## src/rtl/alu_pkg.sv

```systemverilog
// Shared ALU definitions: select codes, ALUOp encodings, R-type opcodes and
// the issue-buffer state type.
package alu_pkg;

  localparam logic [3:0] ALU_AND   = 4'b0000;
  localparam logic [3:0] ALU_ORR   = 4'b0001;
  localparam logic [3:0] ALU_ADD   = 4'b0010;
  localparam logic [3:0] ALU_SUB   = 4'b0110;
  localparam logic [3:0] ALU_PASSB = 4'b0111;
  localparam logic [3:0] ALU_NOR   = 4'b1100;
  localparam logic [3:0] ALU_ILL   = 4'b1111;

  localparam logic [1:0] ALUOP_MEM = 2'b00;
  localparam logic [1:0] ALUOP_CBZ = 2'b01;
  localparam logic [1:0] ALUOP_R   = 2'b10;
  localparam logic [1:0] ALUOP_BAD = 2'b11;

  localparam logic [10:0] OPC_ADD = 11'b10001011000;
  localparam logic [10:0] OPC_SUB = 11'b11001011000;
  localparam logic [10:0] OPC_AND = 11'b10001010000;
  localparam logic [10:0] OPC_ORR = 11'b10101010000;

  typedef enum logic [1:0] {
    BUF_EMPTY = 2'b00,
    BUF_ONE   = 2'b01,
    BUF_TWO   = 2'b10
  } buf_state_e;

endpackage

```

## src/rtl/alu_ctrl_dec.sv

```systemverilog
// ALU control decoder: ALUOp plus R-type opcode to 4-bit ALU select.
// Purely combinational so other stages can reuse it.
module alu_ctrl_dec
  import alu_pkg::*;
#(
  parameter int OPC_W = 11
) (
  input  logic [1:0]       aluop,
  input  logic [OPC_W-1:0] opcode,
  output logic [3:0]       s,
  output logic             illegal
);

  always_comb begin
    s       = ALU_ILL;
    illegal = 1'b1;
    case (aluop)
      ALUOP_MEM: begin
        s       = ALU_ADD;
        illegal = 1'b0;
      end
      ALUOP_CBZ: begin
        s       = ALU_PASSB;
        illegal = 1'b0;
      end
      ALUOP_R: begin
        // Unlisted R-type opcodes fall through to the illegal default.
        if (opcode == OPC_W'(OPC_ADD)) begin
          s       = ALU_ADD;
          illegal = 1'b0;
        end else if (opcode == OPC_W'(OPC_SUB)) begin
          s       = ALU_SUB;
          illegal = 1'b0;
        end else if (opcode == OPC_W'(OPC_AND)) begin
          s       = ALU_AND;
          illegal = 1'b0;
        end else if (opcode == OPC_W'(OPC_ORR)) begin
          s       = ALU_ORR;
          illegal = 1'b0;
        end
      end
      default: begin
        s       = ALU_ILL;
        illegal = 1'b1;
      end
    endcase
  end

endmodule

```

## src/rtl/alu_issue.sv

```systemverilog
// ALU issue stage: decodes the ALU select and feeds the ALU through a
// two-entry skid buffer. Define ALU_ISSUE_PERF_EN to add perf counters.
module alu_issue
  import alu_pkg::*;
#(
  parameter int DATA_W = 64,
  parameter int OPC_W  = 11
) (
  input  logic              clk,
  input  logic              rst_n,
  input  logic              in_valid,
  output logic              in_ready,
  input  logic [1:0]        in_aluop,
  input  logic [OPC_W-1:0]  in_opcode,
  input  logic [DATA_W-1:0] in_a,
  input  logic [DATA_W-1:0] in_b,
  output logic              out_valid,
  input  logic              out_ready,
  output logic [DATA_W-1:0] out_a,
  output logic [DATA_W-1:0] out_b,
  output logic [3:0]        out_s,
  output logic              out_illegal
`ifdef ALU_ISSUE_PERF_EN
  ,
  output logic [31:0]       perf_issued,
  output logic [31:0]       perf_illegal
`endif
);

  typedef struct packed {
    logic [DATA_W-1:0] a;
    logic [DATA_W-1:0] b;
    logic [3:0]        s;
    logic              ill;
  } op_t;

  // Stage p0: combinational decode of the incoming operation
  logic [3:0] dec_s_p0;
  logic       dec_ill_p0;
  op_t        op_p0;

  alu_ctrl_dec #(.OPC_W(OPC_W)) u_dec (
    .aluop   (in_aluop),
    .opcode  (in_opcode),
    .s       (dec_s_p0),
    .illegal (dec_ill_p0)
  );

  assign op_p0 = '{a: in_a, b: in_b, s: dec_s_p0, ill: dec_ill_p0};

  // Stage p1: main register m drives the ALU, skid register k absorbs a stall
  buf_state_e state_q, state_d;
  logic       in_ready_q;
  op_t        m_p1, k_p1;
  logic       accept, load_m, load_k, m_from_k;

  assign accept    = in_valid && in_ready_q;
  assign in_ready  = in_ready_q;
  assign out_valid = (state_q != BUF_EMPTY);

  always_comb begin
    state_d  = state_q;
    load_m   = 1'b0;
    load_k   = 1'b0;
    m_from_k = 1'b0;
    case (state_q)
      BUF_EMPTY: begin
        if (accept) begin
          state_d = BUF_ONE;
          load_m  = 1'b1;
        end
      end
      BUF_ONE: begin
        if (accept && out_ready) begin
          load_m = 1'b1;
        end else if (accept) begin
          state_d = BUF_TWO;
          load_k  = 1'b1;
        end else if (out_ready) begin
          state_d = BUF_EMPTY;
        end
      end
      BUF_TWO: begin
        if (out_ready) begin
          state_d  = BUF_ONE;
          load_m   = 1'b1;
          m_from_k = 1'b1;
        end
      end
      default: state_d = BUF_EMPTY;
    endcase
  end

  // Ready is registered from next state, so out_ready never reaches in_ready
  // combinationally; it stays low through reset until the first clock edge.
  always_ff @(posedge clk or negedge rst_n) begin
    if (!rst_n) begin
      state_q    <= BUF_EMPTY;
      in_ready_q <= 1'b0;
      m_p1       <= '0;
      k_p1       <= '0;
    end else begin
      state_q    <= state_d;
      in_ready_q <= (state_d != BUF_TWO);
      if (load_m) m_p1 <= m_from_k ? k_p1 : op_p0;
      if (load_k) k_p1 <= op_p0;
    end
  end

  assign out_a       = m_p1.a;
  assign out_b       = m_p1.b;
  assign out_s       = m_p1.s;
  assign out_illegal = m_p1.ill;

`ifdef ALU_ISSUE_PERF_EN
  always_ff @(posedge clk or negedge rst_n) begin
    if (!rst_n) begin
      perf_issued  <= '0;
      perf_illegal <= '0;
    end else if (out_valid && out_ready) begin
      perf_issued <= perf_issued + 32'd1;
      if (m_p1.ill) perf_illegal <= perf_illegal + 32'd1;
    end
  end
`endif

endmodule

```

## config.mk

```make
export PLATFORM = sky130hd
export DESIGN_NAME = alu_issue
export DESIGN_NICKNAME = d
export VERILOG_FILES = /design/src/rtl/alu_pkg.sv /design/src/rtl/alu_ctrl_dec.sv /design/src/rtl/alu_issue.sv
export SDC_FILE = /design/constraint.sdc
export NUM_CORES = 1
export LEC_CHECK = 0
export ABC_CLOCK_PERIOD_IN_PS = 1400
export CAP_MARGIN = 20
export CORE_MARGIN = 2
export CORE_UTILIZATION = 29
export CTS_CLUSTER_SIZE = 14
export DETAILED_ROUTE_END_ITERATION = 8
export PLACE_DENSITY = 0.59
export SYNTH_ARGS = -nofsm -noshare
export SYNTH_HDL_FRONTEND = slang
export SYNTH_SLANG_ARGS = --single-unit
```

## constraint.sdc

```tcl
create_clock -name clk -period 1.4 [get_ports clk]
set_input_delay 0.14 -clock clk [delete_from_list [all_inputs] [get_ports clk]]
set_output_delay 0.14 -clock clk [all_outputs]
set_load 0.02 [all_outputs]
```

### After elaboration in Yosys (flattened, before gate mapping)

Cells that the tools add are included.

* register bits: 269
* bits of input ports: 145

* equality and inequality tests: 9
* multiplexer cells: 24
* reduce and logical (&&, ||, !) cells: 6

Operators with widths (number)
* $mux W133: 1
* $eq A11 B11 Y1 const B: 4
* $mux W4: 4
* $pmux W4 S3: 1
* $mux W1: 10
* $mux W2: 5
* $pmux W2 S3: 1
* $eq A2 B1 Y1 const B: 2
* $eq A2 B2 Y1 const B: 2
* $logic_not A2 Y1: 2
* $pmux W1 S3: 1
* $logic_and A1 B1 Y1: 2
* $ne A2 B2 Y1 const B: 1
* $pmux W1 S2: 1
* $reduce_bool A2 Y1: 1
* $reduce_or A2 Y1: 1

### Longest topological paths before layout

* depth in word-level cells: 7
* mapped depth: 7
* gate-level depth less buffers: 4

### Modules after synthesis

A second synthesis with hierarchy kept.

* cells, all modules: 740
* area total of the unflattened synthesis: 11770.0 um^2

Modules (own cells, without submodules)
* alu_issue: instances 1, cells each 725, area each 11649.9 um^2, seq. area each 6731.5 um^2
* alu_ctrl_dec: instances 1, cells each 15, area each 120.1 um^2, seq. area each 0.0 um^2

### Least setup slack after synthesis

Ideal clock, no wire load.

* kind: register to register
* from: register state_q[0]
* to: register m_p1, in the netlist out_b[12]
* setup time: 124 ps
* arrival time: 1304 ps
* required time: 1276 ps
* path slack: -28 ps
* cell stages (with the launch flop): 8
* buffers on the path: 3
* period minus slack after synthesis: 1428 ps
* path through: dfrtp_1 nand2b_1 or2_1 buf_2 buf_6 buf_2 nand3_1 nand3_1

* cells in the longest elaborated chain, start to end: 3
* elaborated cells between the ends (all ways): 6
* classes of those cells: 2 x eq/ne; 3 x mux; 1 x reduce/logical

Ends and longest elaborated chain
* start: declaration: line alu_issue.sv:52 `buf_state_e state_q, state_d;`
* start signal: assignment: line alu_issue.sv:103 `state_q <= state_d;`
* $eq A2 B2 Y1: line alu_issue.sv:66 `case (state_q)`
* $mux W1: line alu_issue.sv:66
* $mux W133: line alu_issue.sv:105 `if (load_m) m_p1 <= m_from_k ? k_p1 : op_p0;`
* end signal: assignment: line alu_issue.sv:105
* end: declaration: line alu_issue.sv:54 `op_t m_p1, k_p1;`

Several ways; a longest one is shown, not always the timed one.
A chain may end at the register's enable or synchronous reset.

### Worst setup path after layout

* from: register state_q[1]
* to: register k_p1[88] (netlist bit)

* cells in the longest elaborated chain, start to end: 2

Ends and longest elaborated chain
* $eq A2 B1 Y1: line alu_issue.sv:66
* $mux W1: line alu_issue.sv:66
* end signal: assignment: line alu_issue.sv:106 `if (load_k) k_p1 <= op_p0;`
* end: declaration: line alu_issue.sv:54

Every way passes these cells.

==> results by stage <==
Synth:
- Synthesis instantiated 30 different standard cells from the library.
- The synthesized-area fraction occupied by and/or/nand/nor cells is 0.325.
- The complex-gate fraction of the synthesized area is 0.0293.
- The number of synthesized flops with an enable pin is 0.
- During synthesis, Yosys emitted a total of 0 warnings.
- The arithmetic-cell share of the synthesized area counting full adders, half adders and majority gates is 0.
- The synthesized area per cell is 8.65 sq um.
- The most used flip-flop cell after synthesis is dfrtp_1.
- The sequential element share of the synthesized area is 0.608.
- The async set-reset flop share out of synthesis is 1.00.
- By area, the combinational part of the netlist is dominated by simple AND/OR/NAND/NOR gates.
- The synthesized design contains 267 register bits.
- The post-synthesis instance area is 11000 sq um.
- The net count of the mapped netlist is 1416.
- After synthesis, the share of cell area in mux cells is 0.
- Synthesis produced a netlist whose cell count is 1271.
- The xor and xnor fraction of the mapped netlist area is 0.

Detailed routing:
- In the routed design, unresolved DRC markers number 0.
- The detail-routed net length per standard cell is 18.3 um.
- The number of nets still failing antenna checks after routing is 0.
- The detailed-routing iteration count for the pre-antenna-repair pass is 5.
- The total wire length after detailed routing is 38800 um.
- The via count is 10180.
- In the routed layout, each cell is associated on average with a via count of 4.80.
- The starting DRC count in detailed routing is 529.

Die:
- The height of the chip is 199 um.
- Measured along the x axis, the die boundary spans 199 um.
- The area of the core is 37500 sq um.
- The area enclosed by the die boundary is 39500 sq um.
- Row generation in the floorplan step produced 71 rows.
- The count of boundary I/O pins is 280.
- The initial utilization of the core area, before any placement, comes to 0.293.

Global route:
- The largest net degree at the start of global routing is 58.
- The number of global-route vias before repair is 9984.
- The number of antenna violations at the first check in global routing is 1.
- The global-route usage over all layers is 0.177.
- The remaining global-route overflow is 0.
- The global-route wire length before repair is 55400 um.

Place:
- The detailed-placement wirelength estimate is 22000 um.
- Routability-driven placement finished with a final weighted congestion of 0.765.
- The number of input and output port buffers inserted is 279.
- The number of placed instances with taps included is 2026.

Layout:
- The library cell used most frequently in the layout, excluding fill and tap cells, is nand2_1.
- Of the cells placed in the final design, the portion with a size suffix greater than 1 is 0.199.
- The area added between synthesis and finish is 55.1%.
- Excluding fillers, the count of instances in the completed layout stands at 2120.
- The total inserted antenna cells is 0.
- At the end of the flow the core is filled with cells to 0.454.
- The final layout contains 1730 nets.
- In the layout the commonest cells are nand2_1, dfrtp_1, nand3_1.

Clocking:
- The CTS tree is built.
- Counting every sink on the clock net gives 267.
- The clock latency on the worst-skew pair is 0.56 ns.
- The maximum clock insertion buffer count is 3.
- The CTS H-tree depth is 1.
- The TritonCTS buffer count is 30.
- After clock tree synthesis, the clock-pin slew on the worst setup and hold paths is 0.06 ns.
- The clock tree root driver cell is clkbuf_16.

Critical path:
- The peak per-stage delay on the critical path is 0.40 ns.
- The worst setup slack for register-to-register paths is -0.33 ns.
- The worst setup path is of the reg -> reg kind.
- Data on the critical path is required at its endpoint by 1.90 ns.
- Walking the worst path, the cells encountered are buf_6 > nand3b_1 > buf_4 > nor2_4 > buf_12 > clkbuf_16 > clkbuf_16 > nand2_2 > nand2_1.
- The master of the slowest instance on the critical path is dfrtp_1.
- Counting stages on the worst path, the most repeated cell is clkbuf_16.
- For the worst flop-to-flop path, the logic depth is 9.
- The maximum fanout along the worst path is 5.
- The data arrival time at the worst-slack endpoint is 2.23 ns.
- The worst setup path is captured at a register.
- STA classifies the critical path startpoint as a register.

Timing:
- Setup violations remaining at the end of the flow were counted as 267.
- The highest clock frequency the design can meet is 578 MHz.
- The final setup slack of the worst path is -0.331 ns.
- The number of pins exceeding their max-slew limit in the final report is 0.
- After routing, the total negative slack on setup checks comes to -58.05 ns.
- The clock period minus final worst setup slack is 1.73 ns.
- The final setup skew is 0.0150 ns.
- Headroom to the max-slew limit came out at 0.714.
- At the pin with the least slew margin, the transition time is 0.430 ns.
- The share of the clock period used by the worst path is 1.24.
- Setup repair after global routing could not meet its margin everywhere.
- The count of final hold-check violations is 0.

Power and ir drop:
- The leakage power summed over all cells is 0.00800 uW.
- VDD sags by at most 0.935 mV.
- The total power per unit cell area is 2120 nW/um^2.
- Power comes to 36200 uW.

Run status:
- The flow ran to the end, but the final reports show violations.
- The final reports fail on setup timing.

Flow run:
- The number of violations of the max-capacitance limit is 0.

Min path:
- In this run the worst hold path is classified as in -> async.
[cells in the mapped netlist (2+ instances only)]
master,instances,area share
nor3_1,39,0.018
nand2b_1,6,0.0034
nand2_1,579,0.20
o21ai_0,4,0.0018
inv_1,2,0.00068
buf_2,59,0.027
nor2_1,45,0.015
buf_1,5,0.0017
o22ai_1,37,0.021
dfrtp_1,267,0.61
clkbuf_1,20,0.0068
a21oi_1,4,0.0018
o211ai_1,2,0.0014
nand3_1,186,0.085
[metal layers]
metal  track usage  share of wire
met1         0.246           0.45
met2         0.278           0.46
met3        0.0424          0.074
met4        0.0478          0.019
met5             0        0.00034
[power breakdown]
group / switching [uW] / internal [uW]
Sequential: 2150 / 11400
Clock: 3240 / 5020
Combinational: 8010 / 6410
Total: 13400 / 22800
[final timing paths]
kind,end,startpoint
setup / recovery,k_p1[88]$_DFFE_PN0P_,state_q[1]$_DFF_PN0_
hold / removal,out_a[10]$_DFFE_PN0P_,rst_n
setup reg to reg,k_p1[88]$_DFFE_PN0P_,state_q[1]$_DFF_PN0_
hold reg to reg,k_p1[89]$_DFFE_PN0P_,k_p1[89]$_DFFE_PN0P_
max in group asynchronous,out_b[21]$_DFFE_PN0P_,rst_n
min in group clk,k_p1[38]$_DFFE_PN0P_,in_b[33]
[critical path: cells and delay by family (launching register included)]
| kind | cells | cell delay (ns) |
|---|---|---|
| buf+inv | 5 | 0.80 |
| flops | 1 | 0.40 |
| simple gates | 4 | 0.46 |
[area by class of cell]
| type | count | area [sq um] |
|---|---|---|
| clock buffer | 48 | 920 |
| clock inverter | 8 | 121 |
| fill | 3560 | 20500 |
| inverter | 3 | 11.3 |
| multi-input combinational | 916 | 4250 |
| sequential | 267 | 6680 |
| tap | 511 | 639 |
| timing repair buffer | 367 | 4410 |
[repair_timing]
| action | 4_1_cts | 5_1_grt |
|---|---|---|
| pin swaps | 3 | 58 |
| cloned | 3 | 22 |
| resized for setup | 405 | 95 |
| hold endpoints to repair | 267 | 0 |
| endpoints found under the setup margin | 401 | 331 |
| buffers inserted | 8 | 4 |
| hold buffers | 1 | 0 |
[per-stage QoR]
step	cell area, sq um	setup WS (ns)	hold WS, ns
after global routing	17000	-0.363	0.107
after detailed placement	14800	-0.397	0.0876
after floorplan	11000	0.00128	-0.156
final	17000	-0.331	0.101
after CTS	16100	-0.260	0.0851
after global placement	14800	-0.375	0.0906
[registers in the layout (all words and copies together), names as in the netlist]
register,cells
state_q,2
k_p1,132
out_b,64
out_a,64
in_ready,1
out_s,4
[logic make-up after synthesis]
group | count (synthesis)
and+or+nand+nor | 863
DFF | 267
buffers and inverters | 89
AOI/OAI and AO/OA | 52
Note: power is estimated with default switching activity, not from simulation.
